[src/rtl/vga_pmod_formatter.sv]
// vga_pmod_formatter: registered VGA output stage feeding the PMOD pins.
// Maps logical sync/colour onto four pinout modes, reduces colour depth to
// 2 bits per channel, and only switches mode on a vsync rise so that frames
// never tear. Optional ordered dithering is enabled with `define VGA_DITHER_EN.
module vga_pmod_formatter #(
    parameter int IN_BITS     = 4,
    parameter int SYNC_STAGES = 2,
    parameter int SYNC_NEG    = 1
) (
    input  logic                   clk,
    input  logic                   reset,
    input  logic [1:0]             mode_sel,
    input  logic                   hsync_in,
    input  logic                   vsync_in,
    input  logic                   blank_in,
    input  logic                   x0,
    input  logic                   y0,
    input  logic [3*IN_BITS-1:0]   rgb_in,
    output logic [7:0]             uo_out,
    output logic [1:0]             mode_active,
    output logic                   mode_change
);

    localparam logic SNEG = (SYNC_NEG != 0);
    localparam logic [7:0] UO_RESET = {SNEG, 3'b000, SNEG, 3'b000};

    logic [1:0] sync_reg [SYNC_STAGES];
    logic [1:0] pend;
    logic       vsync_prev_reg;
    logic       f_reg;
    logic [1:0] mode_active_reg;
    logic       mode_change_reg;
    logic [7:0] uo_out_reg;

    logic       vs_rise;
    logic [1:0] mode_eff;
    logic [1:0] chan [3];
    logic [1:0] col_r, col_g, col_b;
    logic       hs_pin, vs_pin;
    logic [7:0] uo_out_next;

    // First synchroniser stage captures the asynchronous mode request.
    always_ff @(posedge clk) begin
        if (reset) sync_reg[0] <= 2'b00;
        else       sync_reg[0] <= mode_sel;
    end

    genvar gi;
    generate
        for (gi = 1; gi < SYNC_STAGES; gi++) begin : g_sync
            // Remaining synchroniser stages shift the request toward pend.
            always_ff @(posedge clk) begin
                if (reset) sync_reg[gi] <= 2'b00;
                else       sync_reg[gi] <= sync_reg[gi-1];
            end
        end
    endgenerate

    assign pend     = sync_reg[SYNC_STAGES-1];
    assign vs_rise  = vsync_in & ~vsync_prev_reg;
    // The pixel clocked at the vsync rise already belongs to the new frame.
    assign mode_eff = vs_rise ? pend : mode_active_reg;

`ifdef VGA_DITHER_EN
    // 2x2 Bayer threshold in quarter units; f flips the x phase each frame.
    logic [1:0] bayer_idx;
    logic [1:0] thr;
    assign bayer_idx = {y0, x0 ^ f_reg};
    always_comb begin
        thr = 2'd0;
        case (bayer_idx)
            2'b00:   thr = 2'd0;
            2'b01:   thr = 2'd2;
            2'b10:   thr = 2'd3;
            default: thr = 2'd1;
        endcase
    end
`else
    logic unused_pos;
    assign unused_pos = ^{x0, y0};
`endif

    generate
        for (gi = 0; gi < 3; gi++) begin : g_chan
            logic [IN_BITS-1:0] v;
            assign v = rgb_in[(3-gi)*IN_BITS-1 -: IN_BITS];
            if (IN_BITS == 2) begin : g_pass
                assign chan[gi] = v;
            end else begin : g_reduce
`ifdef VGA_DITHER_EN
                localparam int D = IN_BITS - 2;
                logic [D-1:0] lo;
                logic [D-1:0] ts;
                logic         bump;
                logic [2:0]   sum;
                assign lo = v[D-1:0];
                if (D == 1) begin : g_t1
                    assign ts = thr[1];
                end else begin : g_t2
                    assign ts = thr;
                end
                assign bump     = (lo > ts);
                assign sum      = {1'b0, v[IN_BITS-1 -: 2]} + {2'b00, bump};
                assign chan[gi] = sum[2] ? 2'b11 : sum[1:0];
`else
                logic unused_lo;
                assign unused_lo = ^v[IN_BITS-3:0];
                assign chan[gi]  = v[IN_BITS-1 -: 2];
`endif
            end
        end
    endgenerate

    // Colour override (blanking, white field) and pin mapping for the next output word.
    always_comb begin
        col_r       = chan[0];
        col_g       = chan[1];
        col_b       = chan[2];
        hs_pin      = hsync_in ^ SNEG ^ (mode_eff == 2'd2);
        vs_pin      = vsync_in ^ SNEG ^ (mode_eff == 2'd2);
        uo_out_next = 8'h00;
        if (blank_in) begin
            col_r = 2'b00;
            col_g = 2'b00;
            col_b = 2'b00;
        end else if (mode_eff == 2'd3) begin
            col_r = 2'b11;
            col_g = 2'b11;
            col_b = 2'b11;
        end
        if (mode_eff == 2'd1)
            uo_out_next = {col_r[1], col_r[0], col_g[1], col_g[0],
                           col_b[1], col_b[0], vs_pin, hs_pin};
        else
            uo_out_next = {hs_pin, col_b[0], col_g[0], col_r[0],
                           vs_pin, col_b[1], col_g[1], col_r[1]};
    end

    // Output register, frame-boundary mode switch and frame parity.
    always_ff @(posedge clk) begin
        if (reset) begin
            uo_out_reg      <= UO_RESET;
            mode_active_reg <= 2'b00;
            mode_change_reg <= 1'b0;
            f_reg           <= 1'b0;
            vsync_prev_reg  <= 1'b0;
        end else begin
            uo_out_reg      <= uo_out_next;
            vsync_prev_reg  <= vsync_in;
            mode_change_reg <= vs_rise && (pend != mode_active_reg);
            mode_active_reg <= mode_eff;
            if (vs_rise) f_reg <= ~f_reg;
        end
    end

    assign uo_out      = uo_out_reg;
    assign mode_active = mode_active_reg;
    assign mode_change = mode_change_reg;

endmodule

[config.mk]
export PLATFORM = sky130hd
export DESIGN_NAME = vga_pmod_formatter
export DESIGN_NICKNAME = d
export VERILOG_FILES = /design/src/rtl/vga_pmod_formatter.sv
export SDC_FILE = /design/constraint.sdc
export NUM_CORES = 1
export LEC_CHECK = 0
export CAP_MARGIN = 20
export CORE_MARGIN = 10
export CORE_UTILIZATION = 41
export CTS_BUF_LIST = sky130_fd_sc_hd__clkbuf_4 sky130_fd_sc_hd__clkbuf_8
export DETAILED_ROUTE_END_ITERATION = 10
export PLACE_DENSITY_LB_ADDON = 0.15
export SLEW_MARGIN = 20
export SYNTH_ARGS = -nofsm -noshare
export SYNTH_HDL_FRONTEND = slang
export SYNTH_SLANG_ARGS = --single-unit
export TNS_END_PERCENT = 5
[constraint.sdc]
create_clock -name clk -period 1.79 [get_ports clk]
set_input_delay 0.2685 -clock clk [delete_from_list [all_inputs] [get_ports clk]]
set_output_delay 0.2685 -clock clk [all_outputs]
set_load 0.05 [all_outputs]
# After elaboration in Yosys (flattened, before gate mapping)
# Memories as Yosys holds them, arrays and structs flattened.
# Index checks and enable logic that the tools add are counted.
[totals]
register_bits = 12
mem_bits_rw = 4
input_bits = 21
out_inout_bits = 11
word_cells = 31
n_memories = 1
[op_classes]
n_eq_ne = 4
n_mux = 13
bitwise = 8
reduce_logical = 1
[mem_list]
columns = ["name", "depth", "word_bits", "read_ports", "rd_ports_with_merged_regs", "write_ports", "line", "rtl"]
rows = [
  ["sync_reg", 2, 2, 2, 0, 2, "27", "logic [1:0] sync_reg [SYNC_STAGES];"],
]
[op_table]
columns = ["cell", "n"]
rows = [
  ["$mux 2", 9],
  ["$mux 8", 1],
  ["$eq 2x2->1 const B", 2],
  ["$mux 1", 3],
  ["$not 1->1", 3],
  ["$eq 2x1->1 const B", 1],
  ["$ne 2x2->1", 1],
  ["$or 1x1->1", 2],
  ["$xor 1x1->1", 2],
  ["$and 1x1->1", 1],
  ["$logic_and 1x1->1", 1],
]

# Logic depth before layout (Yosys ltp)
# Gate-level depths: netlist of the first run.
[depth]
word_depth = 7
mapped_depth = 6
depth_no_buf = 4

# Least setup slack after synthesis of the first run
# OpenSTA, ideal clock, no wires.
[synth_path]
path_type = "reg-to-reg"
start = "reg mode_active_reg[1] (netlist: mode_active[1])"
end = "reg uo_out_reg[2] (netlist: uo_out[2])"
setup_time_ns = 0.132
arrival_ns = 1.438
t_required_ns = 1.658
setup_slack_ns = 0.220
stages_incl_launch_ff = 6
path_buffers = 1
synth_period_minus_slack_ns = 1.570
path_cell_list = "dfxtp_1 > inv_1 > a31oi_4 > buf_6 > mux2i_1 > a21oi_1"
[synth_via]
elab_chain_len = 5
word_cells_on_any_way = 6
classes_between = "eq/ne: 2; mux: 4"
[synth_rtl]
columns = ["element", "line", "rtl"]
rows = [
  ["start, declared", "31", "logic [1:0] mode_active_reg;"],
  ["start signal, assigned", "151", "mode_active_reg <= mode_eff;"],
  ["$mux 2 *", "62", "assign mode_eff = vs_rise ? pend : mode_active_reg;"],
  ["$eq 2x2->1", "126", "end else if (mode_eff == 2'd3) begin"],
  ["$mux 2", "126", ""],
  ["$mux 2", "122", "if (blank_in) begin"],
  ["$mux 8 *", "131", "if (mode_eff == 2'd1)"],
  ["end signal, assigned", "148", "uo_out_reg <= uo_out_next;"],
  ["end, declared", "33", "logic [7:0] uo_out_reg;"],
]
# Every way passes the cells marked *; elsewhere a longest branch is shown, timed or not.
# A chain may end at the register's enable or synchronous reset.

# Worst setup path in the final report of the first run
[layout_path]
start = "reg uo_out_reg[4] (netlist: uo_out[4])"
end = "out uo_out[4]"
[layout_rtl]
columns = ["element", "line", "rtl"]
rows = [
  ["end, declared", "19", "output logic [7:0] uo_out,"],
]
# No word-level cell between the ends.

==> results.py, run 1 <==
metrics = {
    "cells_and_area": {
        "syn_to_final_growth_pct": 43.4,
        "utilization": 0.638,
        "n_antenna_cell": 0,
        "fin_nets": 118,
        "post_layout_nonfiller_instances": 112,
        "drive_above_1_share": 0.135,
        "largest_reg_flops": 8,
    },
    "timing": {
        "slew_viol_final": 0,
        "fin_ws_ps": 112,
        "slew_headroom": 0.661,
        "period_share": 0.937,
        "rsz0062_at_grt": "false",
        "setup_viol": 0,
        "max_slew.worst_pin.slew_ps": 507,
        "finalSetupTns_ps": 0,
        "finClkSkew_ps": 5.42,
        "fmax_ghz": 0.596,
        "hold_viol": 0,
        "fin_crit_ps": 1680,
    },
    "setup_path": {
        "cp-end-kind": "output port",
        "cp.depth": 1,
        "criticalPathCategory": "reg -> out",
        "cp_slowest_stage_delay_ps": 800,
        "reg2reg_depth": 5,
        "crit_chain": "clkdlybuf4s50_1",
        "crit_family": "buffers and inverters",
        "crit_fanout": 1,
        "critPathLaunchType": "register",
        "cp_num_buf_inv": 1,
        "crit_arrival_ps": 1410,
        "required_ps": 1520,
        "crit_slowest_cell": "clkdlybuf4s50_1",
    },
    "clock_tree": {
        "cts_buffers": 3,
        "cts_root_buffer": "clkbuf_4",
        "h-tree-depth": 1,
        "clkSinkCount": 16,
        "post_cts_buffers": 0,
        "cts.path.max_buffers": 2,
        "cts_hold_buf": 0,
        "cts.clk_slew.worst_paths_ps": 100,
        "cts_tree": "built",
        "cts_resized": 0,
        "worst_skew_pair.late_latency_ps": 280,
    },
    "die": {
        "core_area_um2": 1540,
        "row_count": 14,
        "die_area_um2": 3710,
        "pin_count": 32,
        "die_w_um": 60.9,
        "die_h_um": 60.9,
        "start_util": 0.445,
    },
    "synth": {
        "async_flop_share": 0,
        "yosys_warnings": 0,
        "yosys_most_used_dff": "dfxtp_1",
        "syn_area_per_cell_um2": 10.1,
        "syn_nets": 89,
        "synth_top_cell_by_area": "dfxtp_1",
        "ys_top_cells_by_count": "dfxtp_1 (16), mux2i_1 (7), nor2_1 (7), nor2b_1 (7), a21oi_1 (4)",
        "ys_seq_area_frac": 0.467,
        "synth_seq_cells": 16,
        "syn_area_um2": 686,
        "ys_types": 24,
        "syn_inst": 68,
        "synth_edf_count": 0,
        "synth.most_common_cell": "dfxtp_1",
        "synth_area_leaders": "dfxtp_1 (47%), mux2i_1 (10%), nor2b_1 (6.4%)",
        "synth_top_area_share": 0.467,
    },
    "detailed_routing": {
        "antenna_left": 0,
        "wl_um": 1540,
        "wl_per_cell_um": 13.7,
        "drt_drc_violations_left": 0,
        "drtIter0Drc": 6,
        "route.vias.total": 583,
        "first_pass_iters": 4,
        "vias_per_cell": 5.21,
    },
    "min_path": {
        "hold_depth": 1,
        "hold_class": "reg -> reg",
    },
    "global_routing": {
        "track_usage": 0.0888,
        "grt_max_degree": 12,
        "grt_pass1_vias": 619,
        "gr-total-overflow": 0,
        "grt_first_pass_wirelength_um": 2530,
        "antenna_found_initial": 0,
    },
    "placed_design": {
        "place_congestion": 0.697,
        "place_inst": 108,
        "portBuffers": 23,
        "dpl.hpwl_um": 1220,
        "post-place-ws_ps": 41.8,
    },
    "status": {
        "status": "finished clean",
    },
    "pwr": {
        "peakVddDrop_uv": 659,
        "p_leak_uw": 0.000419,
        "power.density_nw_per_um2": 786,
    },
    "flow_run": {
        "maxCapViolations": 0,
    },
}
==> area by class of cell <==
| type | count | area [um^2] |
|---|---|---|
| repair buffers | 27 | 268 |
| clock buffers | 4 | 36.3 |
| multi-input cells | 47 | 332 |
| well taps | 16 | 20.0 |
| flip-flops and latches | 16 | 320 |
| inverters | 2 | 7.51 |
| fillers | 140 | 558 |
==> per-stage QoR <==
stage | total power [uW] | instance area [um^2] | hold slack [ps]
after floorplan | 480 | 686 | 369
after global placement | 544 | 947 | 417
after detailed placement | 546 | 947 | 429
after CTS | 788 | 983 | 455
after global routing | 813 | 983 | 467
final | 773 | 983 | 447
==> routing by layer <==
layer | global-route usage | share of wire | vias up | wire length, um
met1 | 0.0878 | 0.42 | 266 | 642
met4 | 0.0470 | 0.0071 | 0 | 11
li1 | - | - | 295 | -
met5 | 0 | 0 | - | 0
met2 | 0.159 | 0.49 | 20 | 757
met3 | 0.0313 | 0.083 | 2 | 128
==> path summary, 6_finish.rpt <==
check                  from              to  slack, ps
max               uo_out[4]       uo_out[4]        110
min          sync_reg[0][1]  sync_reg[1][1]        450
max reg2reg  vsync_prev_reg       uo_out[6]        410
min reg2reg  sync_reg[0][1]  sync_reg[1][1]        450
==> where the power goes <==
part / total, uW / leakage [uW] / switching (uW) / internal [uW]
clock network: 235 / 0.0000210 / 112 / 124
logic: 155 / 0.000266 / 82.2 / 73.2
registers: 382 / 0.000132 / 8.76 / 373
total: 773 / 0.000419 / 203 / 570
==> layout by cell type (no fill, tap or decap), drive strengths merged, types with 2 or more instances in the layout <==
master,count
a21oi,4
clkbuf,4
mux2i,7
nor3,2
o32ai,2
xor2,2
nor2,7
inv,2
dfxtp,16
buf,6
nor2b,7
nand2,3
a31oi,3
clkdlybuf4s50,21
==> kinds of logic (layout without fill, tap and decap cells) <==
| logic type | count (synthesis) | in the layout | synth area share |
|---|---|---|---|
| compound gates | 12 | 12 | 0.142 |
| xor+xnor | 2 | 2 | 0.0256 |
| buf+inv | 5 | 33 | 0.0493 |
| flops | 16 | 16 | 0.467 |
| mux | 7 | 7 | 0.102 |
| simple gates | 26 | 26 | 0.214 |
(Power assumes the default switching activity.)
==> inputs of run 2 (changes only) <==
--- a/config.mk
+++ b/config.mk
@@ -7,7 +7,7 @@
 export LEC_CHECK = 0
 export CAP_MARGIN = 20
 export CORE_MARGIN = 10
-export CORE_UTILIZATION = 41
+export CORE_UTILIZATION = 30
 export CTS_BUF_LIST = sky130_fd_sc_hd__clkbuf_4 sky130_fd_sc_hd__clkbuf_8
 export DETAILED_ROUTE_END_ITERATION = 10
 export PLACE_DENSITY_LB_ADDON = 0.15
==> results.py, run 2 (synthesized netlist as in run 1, its figures left out) <==
metrics = {
    "status": {
        "status": "finished clean",
    },
    "cells_and_area": {
        "layout_common_cells": "clkdlybuf4s50_1 (21), dfxtp_1 (16)",
        "mostFrequentLayoutCell": "clkdlybuf4s50_1",
        "n_antenna_cell": 0,
        "syn_to_final_growth_pct": 47.8,
        "utilization": 0.463,
        "drive_above_1_share": 0.153,
        "fin_nets": 120,
        "nFillCells": 208,
        "largest_reg_flops": 8,
    },
    "clock_tree": {
        "cts_resized": 0,
        "worst_skew_pair.late_latency_ps": 290,
        "cts.clk_slew.worst_paths_ps": 100,
        "cts_hold_buf": 0,
        "cts_tree": "built",
        "post_cts_buffers": 0,
        "cts.path.max_buffers": 2,
        "cts_buffers": 3,
        "clkSinkCount": 16,
        "cts_root_buffer": "clkbuf_4",
        "h-tree-depth": 1,
    },
    "setup_path": {
        "criticalPathCategory": "reg -> out",
        "crit_slowest_cell": "clkdlybuf4s50_1",
        "cp_num_buf_inv": 1,
        "cp-end-kind": "output port",
        "crit_family": "buffers and inverters",
        "critPathLaunchType": "register",
        "crit_chain": "clkdlybuf4s50_1",
        "crit_fanout": 1,
        "cp_slowest_stage_delay_ps": 800,
        "required_ps": 1520,
        "crit_arrival_ps": 1420,
    },
    "die": {
        "core_area_um2": 2190,
        "start_util": 0.313,
        "die_area_um2": 4600,
        "die_w_um": 67.8,
        "row_count": 17,
        "die_h_um": 67.8,
        "pin_count": 32,
    },
    "timing": {
        "fin_crit_ps": 1690,
        "max_slew.worst_pin.slew_ps": 503,
        "setup_viol": 0,
        "fmax_ghz": 0.591,
        "rsz0062_at_grt": "false",
        "fin_ws_ps": 97.2,
        "finalSetupTns_ps": 0,
        "slew_headroom": 0.664,
        "finClkSkew_ps": 8.94,
        "slew_viol_final": 0,
        "hold_viol": 0,
        "period_share": 0.946,
    },
    "pwr": {
        "p_int_uw": 571,
        "pwr-share-clk": 0.312,
        "share_seq_of_total_power": 0.489,
        "power.density_nw_per_um2": 770,
        "peakVddDrop_uv": 374,
        "switchingPower_uw": 209,
        "combPwrFrac": 0.199,
        "p_leak_uw": 0.000428,
        "swShare": 0.268,
    },
    "detailed_routing": {
        "wl_um": 1520,
        "route.vias.total": 577,
        "vias_per_cell": 4.58,
        "antenna_left": 0,
        "wl_per_cell_um": 12.0,
        "first_pass_iters": 3,
        "drt_drc_violations_left": 0,
        "drtIter0Drc": 6,
    },
    "global_routing": {
        "antenna_found_initial": 0,
        "grt_pass1_vias": 544,
        "grt_first_pass_wirelength_um": 2460,
        "track_usage": 0.0703,
        "grt_max_degree": 12,
        "gr-total-overflow": 0,
    },
    "placed_design": {
        "place_congestion": 0.698,
        "portBuffers": 23,
        "post-place-ws_ps": 83.6,
    },
    "flow_run": {
        "maxCapViolations": 0,
    },
    "min_path": {
        "hold_class": "reg -> reg",
    },
}
==> run 2: changes by cell type in the layout (fill, tap and decap cells not counted) <==
cell,previous run,this run
buf_4,5,7
==> run 2: power groups by stage <==
stage / Clock [uW] / Combinational (uW) / Sequential (uW)
floorplan: 0 / 48.9 / 431
global placement: 0 / 157 / 389
detailed placement: 0 / 157 / 390
CTS: 255 / 157 / 382
global route: 275 / 166 / 384
finish: 244 / 155 / 381
==> run 2: final cells by class <==
| type | count | area, um^2 | area share |
|---|---|---|---|
| multi-input combinational | 47 | 332 | 0.327 |
| sequential | 16 | 320 | 0.316 |
| timing repair buffer | 29 | 283 | 0.279 |
| clock buffer | 4 | 36.3 | 0.0358 |
| tap | 28 | 35.0 | 0.0346 |
| inverter | 2 | 7.51 | 0.00741 |
==> run 2: worst paths after layout <==
path | start | end | slack [ps] | depth (start not counted)
setup reg to reg | sync_reg[1][0] | uo_out[3] | 460 | 5
setup / recovery | uo_out[5] | uo_out[5] | 100 | 1
hold / removal | sync_reg[0][0] | sync_reg[1][0] | 440 | 1
hold reg to reg | sync_reg[0][0] | sync_reg[1][0] | 440 | 1
==> run 2: worst register-to-register path, delay by kind of cell (launching register included) <==
family / cells / cell delay (ps)
AOI/OAI and AO/OA: 2 / 240
buffers and inverters: 1 / 170
DFF: 1 / 430
and+or+nand+nor: 2 / 430
==> run 2: routing by layer <==
metal  part of all wire  global-route usage  vias to the layer above
met2               0.48               0.106                       17
met3              0.090              0.0446                        0
met5                  0                   0                        -
li1                   -                   -                      298
met1               0.43              0.0831                      262
met4                  0              0.0151                        0
==> run 2: stage by stage <==
step,cells,hold WS [ps],instance area [um^2],power [uW]
2_1_floorplan,68,369,686,480
3_3_place_gp,122,419,977,546
3_5_place_dp,122,424,977,547
4_1_cts,126,447,1010,794
5_1_grt,126,474,1010,825
6_report,126,442,1010,780
==> inputs of run 3 (changes only) <==
--- a/config.mk
+++ b/config.mk
@@ -10,7 +10,7 @@
 export CORE_UTILIZATION = 30
 export CTS_BUF_LIST = sky130_fd_sc_hd__clkbuf_4 sky130_fd_sc_hd__clkbuf_8
 export DETAILED_ROUTE_END_ITERATION = 10
-export PLACE_DENSITY_LB_ADDON = 0.15
+export PLACE_DENSITY = 0.72
 export SLEW_MARGIN = 20
 export SYNTH_ARGS = -nofsm -noshare
 export SYNTH_HDL_FRONTEND = slang
==> results.py, run 3 (synthesized netlist as in run 1, its figures left out) <==
metrics = {
    "status": {
        "status": "finished clean",
    },
    "cells_and_area": {
        "syn_to_final_growth_pct": 42.3,
        "mostFrequentLayoutCell": "clkdlybuf4s50_1",
        "utilization": 0.445,
        "layout_common_cells": "clkdlybuf4s50_1 (20), dfxtp_1 (16), mux2i_1 (7), nor2_1 (7), nor2b_1 (7)",
        "post_layout_nonfiller_instances": 123,
        "fin_nets": 117,
        "nFillCells": 219,
        "fin_area_um2": 976,
        "largest_reg_flops": 8,
        "drive_above_1_share": 0.137,
        "n_antenna_cell": 0,
    },
    "setup_path": {
        "required_ps": 1520,
        "crit_chain": "clkdlybuf4s50_1",
        "cp_num_buf_inv": 1,
        "crit_end": "uo_out[6]",
        "crit_start": "uo_out[6]",
        "worstReg2RegStart": "sync_reg[1][1]",
        "crit_arrival_ps": 1410,
        "cp_slowest_stage_delay_ps": 810,
        "r2r_slack_ps": 350,
        "r2r_end": "uo_out[2]",
        "cp-end-kind": "output port",
        "critPathLaunchType": "register",
        "cp.depth": 1,
        "crit_fanout": 1,
        "crit_slowest_cell": "clkdlybuf4s50_1",
        "criticalPathCategory": "reg -> out",
        "crit_family": "buffers and inverters",
        "reg2reg_depth": 4,
    },
    "clock_tree": {
        "clkSinkCount": 16,
        "cts_tree": "built",
        "h-tree-depth": 1,
        "cts_resized": 0,
        "cts.path.max_buffers": 2,
        "cts_buffers": 3,
        "worst_skew_pair.late_latency_ps": 280,
        "post_cts_buffers": 0,
        "cts.clk_slew.worst_paths_ps": 90,
        "cts_root_buffer": "clkbuf_4",
        "cts_hold_buf": 0,
    },
    "die": {
        "core_area_um2": 2190,
        "pin_count": 32,
        "row_count": 17,
        "die_area_um2": 4600,
        "die_w_um": 67.8,
        "die_h_um": 67.8,
        "start_util": 0.313,
    },
    "pwr": {
        "peakVddDrop_uv": 357,
        "share_seq_of_total_power": 0.497,
        "p_int_uw": 567,
        "combPwrFrac": 0.198,
        "swShare": 0.262,
        "power.density_nw_per_um2": 787,
        "switchingPower_uw": 202,
        "pwr-share-clk": 0.306,
        "p_leak_uw": 0.000410,
    },
    "detailed_routing": {
        "antenna_left": 0,
        "vias_per_cell": 4.66,
        "drtIter0Drc": 8,
        "drt_drc_violations_left": 0,
        "first_pass_iters": 2,
        "wl_um": 1550,
        "route.vias.total": 573,
        "wl_per_cell_um": 12.6,
    },
    "timing": {
        "fmax_ghz": 0.596,
        "max_slew.worst_pin.slew_ps": 520,
        "hold_viol": 0,
        "slew_headroom": 0.653,
        "finClkSkew_ps": 4.10,
        "finalSetupTns_ps": 0,
        "period_share": 0.937,
        "fin_crit_ps": 1680,
        "holdWs_ps": 450,
        "rsz0062_at_grt": "false",
        "setup_viol": 0,
        "slew_viol_final": 0,
    },
    "global_routing": {
        "grt_max_degree": 12,
        "grt_first_pass_wirelength_um": 2300,
        "gr-total-overflow": 0,
        "grt_pass1_vias": 548,
        "antenna_found_initial": 0,
        "track_usage": 0.0651,
    },
    "placed_design": {
        "dpl.hpwl_um": 1220,
        "place_inst": 119,
        "place_congestion": 0.789,
        "place_area_um2": 940,
        "portBuffers": 23,
    },
    "min_path": {
        "hold_class": "reg -> reg",
    },
    "flow_run": {
        "maxCapViolations": 0,
    },
}
==> run 3: cell types whose count changed in the layout (fill, tap and decap cells not counted) <==
cell             delta
buf_4               -1
buf_12              -1
clkdlybuf4s50_1     -1
==> run 3: per-layer routing <==
| layer | part of all wire | GRT usage |
|---|---|---|
| met2 | 0.48 | 0.108 |
| met5 | 0 | 0 |
| met4 | 0.0090 | 0.0377 |
| met3 | 0.088 | 0.0364 |
| met1 | 0.42 | 0.0627 |
==> run 3: power groups by stage <==
| stage | Combinational [uW] | Sequential, uW | Clock [uW] |
|---|---|---|---|
| after floorplan | 48.9 | 431 | 0 |
| after global placement | 150 | 390 | 0 |
| after detailed placement | 152 | 390 | 0 |
| after CTS | 153 | 382 | 245 |
| after global routing | 161 | 384 | 262 |
| final | 152 | 381 | 235 |
==> run 3: final cells by class <==
class	instances	area (um^2)	area share
multi-input combinational	47	332	0.340
timing repair buffer	26	245	0.251
sequential	16	320	0.328
inverter	2	7.51	0.00769
tap	28	35.0	0.0359
clock buffer	4	36.3	0.0372
==> run 3: worst min-delay path by stage <==
stage	endpoint	start	cells past startpoint	slack (ps)
floorplan	vsync_prev_reg	reset	1	370
global placement	sync_reg[1][1]	sync_reg[0][1]	1	420
detailed placement	sync_reg[1][1]	sync_reg[0][1]	1	440
CTS	sync_reg[1][1]	sync_reg[0][1]	1	460
global route	sync_reg[1][1]	sync_reg[0][1]	1	470
finish	sync_reg[1][1]	sync_reg[0][1]	1	450
==> run 3: per-stage QoR <==
step / power [uW] / setup WS (ps)
finish: 768 / 113
global route: 807 / 60.9
CTS: 780 / 88.7
detailed placement: 543 / 39.3
global placement: 540 / 61.1
floorplan: 480 / 220
